$ cat src/rtl/uart_rx_ctrl.sv
// uart_rx_ctrl: receive-side controller between the uart_rx deserialiser and
// the consuming logic.
//   - enables/disables the receiver (registered uart_rx_en)
//   - buffers received words in a first-word-fall-through FIFO (ready/valid)
//   - pulses rx_idle once after IDLE_CYCLES of receive silence (packet end)
//   - tracks BREAK and FIFO overflow with sticky status flags
// Ports:
//   clk, resetn                 clock, asynchronous active-low reset
//   ctrl_en                     level, 1 = receive enabled
//   flush, clr_status           single-cycle pulses: empty FIFO / clear flags
//   uart_rx_en                  registered enable to uart_rx
//   uart_rx_valid/break/data    strobe, BREAK qualifier and word from uart_rx
//   out_valid/out_ready/out_data FIFO head, ready/valid handshake
//   rx_idle                     one-cycle end-of-packet pulse
//   fifo_count                  current occupancy
//   overflow, break_seen        sticky status flags
module uart_rx_ctrl #(
    parameter int PAYLOAD_BITS = 8,
    parameter int FIFO_DEPTH   = 8,
    parameter int IDLE_CYCLES  = 52080
) (
    input  logic                          clk,
    input  logic                          resetn,
    input  logic                          ctrl_en,
    input  logic                          flush,
    input  logic                          clr_status,
    output logic                          uart_rx_en,
    input  logic                          uart_rx_valid,
    input  logic                          uart_rx_break,
    input  logic [PAYLOAD_BITS-1:0]       uart_rx_data,
    output logic                          out_valid,
    input  logic                          out_ready,
    output logic [PAYLOAD_BITS-1:0]       out_data,
    output logic                          rx_idle,
    output logic [$clog2(FIFO_DEPTH):0]   fifo_count,
    output logic                          overflow,
    output logic                          break_seen
);

    localparam int AW = $clog2(FIFO_DEPTH);
    localparam int CW = AW + 1;
    localparam logic [CW-1:0] DEPTH_C = CW'(FIFO_DEPTH);
    localparam logic [CW-1:0] CNT_ONE = CW'(1);
    localparam logic [AW-1:0] PTR_ONE = AW'(1);
    localparam logic [15:0]   IDLE_C  = 16'(IDLE_CYCLES);

    typedef enum logic [1:0] {
        ST_DIS = 2'd0,
        ST_RUN = 2'd1,
        ST_BRK = 2'd2
    } state_t;

    state_t                  state_q, state_d;
    logic                    uart_rx_en_q;
    logic [15:0]             timer_q, timer_d, timer_inc_s;
    logic                    armed_q, armed_d;
    logic                    rx_idle_q, rx_idle_d;
    logic [AW-1:0]           wr_ptr_q, wr_ptr_d, rd_ptr_q, rd_ptr_d;
    logic [CW-1:0]           count_q, count_d;
    logic                    overflow_q, overflow_d, break_seen_q, break_seen_d;
    logic [PAYLOAD_BITS-1:0] mem_q [FIFO_DEPTH];
    logic                    pop_s, full_s, wr_s, drop_s, brk_set_s;

    assign out_valid   = (count_q != {CW{1'b0}});
    assign pop_s       = out_valid & out_ready;
    assign full_s      = (count_q == DEPTH_C);
    // The timer saturates at IDLE_CYCLES so a long silence cannot wrap it.
    assign timer_inc_s = (timer_q == IDLE_C) ? timer_q : (timer_q + 16'd1);

    // Next-state logic for the control FSM, idle timer and strobe handling.
    always_comb begin
        state_d   = state_q;
        timer_d   = timer_q;
        armed_d   = armed_q;
        rx_idle_d = 1'b0;
        wr_s      = 1'b0;
        drop_s    = 1'b0;
        brk_set_s = 1'b0;
        case (state_q)
            ST_DIS: begin
                // Disarmed here so no rx_idle fires before the first word after enable.
                armed_d = 1'b0;
                if (ctrl_en) begin
                    state_d = ST_RUN;
                end else begin
                    state_d = ST_DIS;
                end
            end
            ST_RUN: begin
                if (uart_rx_valid) begin
                    timer_d = 16'd0;
                    if (uart_rx_break) begin
                        brk_set_s = 1'b1;
                        armed_d   = 1'b0;
                        state_d   = ST_BRK;
                    end else begin
                        armed_d = 1'b1;
                        // A full FIFO still accepts when the head leaves this cycle.
                        if (!full_s || pop_s) begin
                            wr_s = 1'b1;
                        end else begin
                            drop_s = 1'b1;
                        end
                    end
                end else if (armed_q) begin
                    timer_d = timer_inc_s;
                    if (timer_inc_s == IDLE_C) begin
                        rx_idle_d = 1'b1;
                        armed_d   = 1'b0;
                    end else begin
                        armed_d = 1'b1;
                    end
                end else begin
                    timer_d = timer_q;
                end
                // A strobe in the disabling cycle is still processed above.
                if (!ctrl_en) begin
                    state_d = ST_DIS;
                end else begin
                    state_d = state_d;
                end
            end
            ST_BRK: begin
                armed_d = 1'b0;
                if (uart_rx_valid) begin
                    timer_d = 16'd0;
                end else begin
                    timer_d = timer_inc_s;
                end
                if (!ctrl_en) begin
                    state_d = ST_DIS;
                end else if (timer_d == IDLE_C) begin
                    state_d = ST_RUN;
                end else begin
                    state_d = ST_BRK;
                end
            end
            default: begin
                state_d = ST_DIS;
                armed_d = 1'b0;
            end
        endcase
    end

    // Next-state logic for FIFO pointers, occupancy and sticky flags.
    always_comb begin
        wr_ptr_d = wr_ptr_q;
        rd_ptr_d = rd_ptr_q;
        count_d  = count_q;
        if (flush) begin
            wr_ptr_d = {AW{1'b0}};
            rd_ptr_d = {AW{1'b0}};
            count_d  = {CW{1'b0}};
        end else begin
            if (wr_s) begin
                wr_ptr_d = wr_ptr_q + PTR_ONE;
            end else begin
                wr_ptr_d = wr_ptr_q;
            end
            if (pop_s) begin
                rd_ptr_d = rd_ptr_q + PTR_ONE;
            end else begin
                rd_ptr_d = rd_ptr_q;
            end
            case ({wr_s, pop_s})
                2'b10:   count_d = count_q + CNT_ONE;
                2'b01:   count_d = count_q - CNT_ONE;
                default: count_d = count_q;
            endcase
        end

        // Set events beat a same-cycle clear; a flushed word never sets overflow.
        if (drop_s && !flush) begin
            overflow_d = 1'b1;
        end else if (clr_status) begin
            overflow_d = 1'b0;
        end else begin
            overflow_d = overflow_q;
        end
        if (brk_set_s) begin
            break_seen_d = 1'b1;
        end else if (clr_status) begin
            break_seen_d = 1'b0;
        end else begin
            break_seen_d = break_seen_q;
        end
    end

    // State, timer, FIFO control and status registers.
    always_ff @(posedge clk or negedge resetn) begin
        if (!resetn) begin
            state_q      <= ST_DIS;
            uart_rx_en_q <= 1'b0;
            timer_q      <= 16'd0;
            armed_q      <= 1'b0;
            rx_idle_q    <= 1'b0;
            wr_ptr_q     <= {AW{1'b0}};
            rd_ptr_q     <= {AW{1'b0}};
            count_q      <= {CW{1'b0}};
            overflow_q   <= 1'b0;
            break_seen_q <= 1'b0;
        end else begin
            state_q      <= state_d;
            uart_rx_en_q <= (state_d != ST_DIS);
            timer_q      <= timer_d;
            armed_q      <= armed_d;
            rx_idle_q    <= rx_idle_d;
            wr_ptr_q     <= wr_ptr_d;
            rd_ptr_q     <= rd_ptr_d;
            count_q      <= count_d;
            overflow_q   <= overflow_d;
            break_seen_q <= break_seen_d;
        end
    end

    // FIFO storage; contents need no reset because out_data is gated by out_valid.
    always_ff @(posedge clk) begin
        if (wr_s && !flush) begin
            mem_q[wr_ptr_q] <= uart_rx_data;
        end
    end

    assign uart_rx_en = uart_rx_en_q;
    assign out_data   = out_valid ? mem_q[rd_ptr_q] : {PAYLOAD_BITS{1'b0}};
    assign rx_idle    = rx_idle_q;
    assign fifo_count = count_q;
    assign overflow   = overflow_q;
    assign break_seen = break_seen_q;

endmodule

$ cat config.mk
export PLATFORM = sky130hd
export DESIGN_NAME = uart_rx_ctrl
export DESIGN_NICKNAME = d
export VERILOG_FILES = /design/src/rtl/uart_rx_ctrl.sv
export SDC_FILE = /design/constraint.sdc
export NUM_CORES = 1
export LEC_CHECK = 0
export CAP_MARGIN = 5
export CORE_MARGIN = 2
export CORE_UTILIZATION = 25
export DETAILED_ROUTE_END_ITERATION = 7
export HOLD_SLACK_MARGIN = 0.02
export PLACE_DENSITY = 0.5
export SLEW_MARGIN = 40
export SYNTH_ARGS = -nofsm -noshare
export SYNTH_HDL_FRONTEND = slang
export SYNTH_SLANG_ARGS = --single-unit
$ cat constraint.sdc
create_clock -name clk -period 3.75 [get_ports clk]
set_input_delay 0.75 -clock clk [delete_from_list [all_inputs] [get_ports clk]]
set_output_delay 0.75 -clock clk [all_outputs]
set_load 0.03 [all_outputs]
==> results.toml <==
[run_status]
outcome = "finished, final reports clean"

[setup_path]
endpoint_kind = "output port"
rr_startpoint = "fifo_count[1]$_DFFE_PN0P_"
worstSetupPathType = "reg2out"
worst_path_largest_cell_delay_ps = 840
crit_slowest_cell = "dfrtp_1"
worstReg2RegEnd = "fifo_count[3]$_DFFE_PN0P_"
crit_buf_inv = 1
crit_arrival_ps = 2480
startpoint_type = "register"
crit_fanout = 17
cp-endpoint = "out_data[2]"
cp.required_ps = 3000
critPathTopFamily = "flip-flops"
cp.depth = 4
path_cells = "mux4_2, mux2i_1, nor2_1, clkdlybuf4s50_1"
reg2regPathDepth = 12
crit_start = "rd_ptr_q[1]$_DFFE_PN0P_"
rrSetupSlack_ps = 690

[flow_run]
max_cap_viol_count = 0

[sta]
relSlewSlack_pct = 48.8
finalClockSkew_ps = 7.12
min_period_ps = 3230
drv_slew = 0
fin_tns_setup_ps = 0
worst_pin_slew_ps = 768
clock.fmax_ghz = 0.309
rsz0062_at_grt = "false"
hold_ws_ps = 495
hold_viol_final = 0
setup-violations-final = 0
fin_crit_sh_pct = 86.2

[min_path]
hold_path.class = "reg2reg"
worstHoldStart = "overflow$_DFFE_PN0P_"
hold_depth = 2

[synth]
yosysTopAreaCellShare_pct = 42.0
yosysTopAreaCell = "edfxtp_1"
synthArstFlopShare_pct = 34.0
synth_cell_types = 54
synth-seq-area-share_pct = 60.0
synth_ff_type = "edfxtp_1"
syn_nets = 373
syn_avg_cell_area_um2 = 13.1
synth_edf_count = 64
yosys-top-cells-area = "edfxtp_1, dfrtp_1, mux4_2, mux2i_1, nor2_1"
ys_seq_elements = 97
syn_area_um2 = 4580
yosysWarnings = 0
netlist_instances = 350

[drt]
ant_nets = 0
drc = 0
vias = 2813
wire_per_inst_um = 14.5
drt_iter0_drc = 180
via_per_inst = 4.53
wl_um = 9000
first_pass_iters = 4

[clock_network]
cts_setup_buffers = 0
cts_buffers = 9
tritoncts = "done"
cts_hold_buf = 0
htreeDepth = 3
cts_resized = 0
clock-sinks = 97
clockBufferDepth = 2
cts-root-buf = "clkbuf_16"
clkTransAtPathRegs_ps = 70
clkLatencyLatePin_ps = 340

[final_layout]
drive_gt1_share_pct = 15.8
diodes = 0
mostFrequentLayoutCells = "edfxtp_1, nor2_1, dfrtp_1, clkdlybuf4s50_1, nand2_1"
syn_to_final_growth_pct = 20.1
final_nets = 410
finalNonFillerCells = 621
n_fill_cell = 1788
final_common_cell = "edfxtp_1"

[placement]
io_buffers = 32
dp_hpwl_um = 6240
place_inst = 605
place.gp.congestion = 0.754

[floorplan]
die-area_um2 = 19400
rows = 49
initial_core_util_pct = 25.5
core_area_um2 = 18000
die_w_um = 139
pin_count = 33
die_h_um = 139

[global_route]
grt_antenna_before_repair = 0
grt_overflow = 0
groute.usage.overall_pct = 9.91
grt_pass1_vias = 2873
grt_max_degree = 34
grt_pass1_wl_um = 15100

[power]
p_leak_nw = 1.92
total_power_mw = 3.00
power_density_nw_per_um2 = 545
ir_drop_uv = 281
-- registers in the layout, indices dropped and copies added (netlist names) --
| name | flops |
|---|---|
| armed_q | 1 |
| break_seen | 1 |
| fifo_count | 4 |
| mem_q | 64 |
| overflow | 1 |
| rd_ptr_q | 3 |
| rx_idle | 1 |
| state_q | 2 |
| timer_q | 16 |
| uart_rx_en | 1 |
| wr_ptr_q | 3 |
-- how the worst min path moves through the flow --
stage / endpoint / slack [ps]
final: overflow$_DFFE_PN0P_ / 500
after CTS: overflow$_DFFE_PN0P_ / 510
after floorplan: armed_q$_DFF_PN0_ / 450
after global placement: overflow$_DFFE_PN0P_ / 480
after global routing: break_seen$_DFFE_PN0P_ / 560
after detailed placement: overflow$_DFFE_PN0P_ / 480
-- Yosys cell counts (all sizes together), types with 2 or more instances --
| cell | number |
|---|---|
| clkbuf | 10 |
| nand3 | 10 |
| or3 | 4 |
| o21ai | 18 |
| nor2b | 2 |
| ha | 6 |
| a311oi | 2 |
| buf | 11 |
| nor2 | 38 |
| mux2 | 4 |
| xor2 | 6 |
| a21oi | 11 |
| and4 | 2 |
| inv | 7 |
| nand4 | 7 |
| nor4b | 3 |
| edfxtp | 64 |
| nand2b | 7 |
| mux2i | 15 |
| xnor2 | 8 |
| and3 | 2 |
| dfrtp | 33 |
| nor4 | 2 |
| nand2 | 29 |
| mux4 | 16 |
| nor3 | 15 |
-- tightest hold or removal path: stages, from the launching register on --
cell	delay, ps
dfrtp_1	350
nand2b_1	60
o41ai_1	50
-- report_power, final --
part           internal, mW  switching [mW]  total [mW]
Sequential             1.19          0.0958        1.29
Combinational         0.363           0.420       0.784
Clock                 0.527           0.401       0.928
-- cells by family after synthesis --
group	after synthesis	share of synthesized area, %
buf+inv	28	2.84
simple gates	128	14.7
flops	97	60.0
xor+xnor	14	2.68
fa+ha+maj	7	2.08
compound gates	41	5.55
mux	35	12.1
-- per-stage QoR --
step | instance area [um^2] | worst slack [ps] | utilization [%]
detailed placement | 5200 | 435 | 28.9
CTS | 5500 | 484 | 30.6
global placement | 5200 | 535 | 28.9
floorplan | 4580 | 911 | -
finish | 5500 | 517 | 30.6
global route | 5500 | 409 | 30.6
-- layer usage --
layer	global-route usage, %	part of all wire, %
met5	0	0
met4	3.03	0.99
met3	2.72	3.6
met2	16.7	50
met1	12.4	45
-- area by class of cell --
cell class	instances	area, um^2	area share, %
Tap cell	229	287	5.21
Inverter	7	26.3	0.478
Sequential cell	97	2750	50.0
Clock inverter	6	72.6	1.32
Timing Repair Buffer	47	433	7.87
Multi-Input combinational cell	225	1700	31.0
Clock buffer	10	229	4.16
Power figures use the tool's default switching activity.
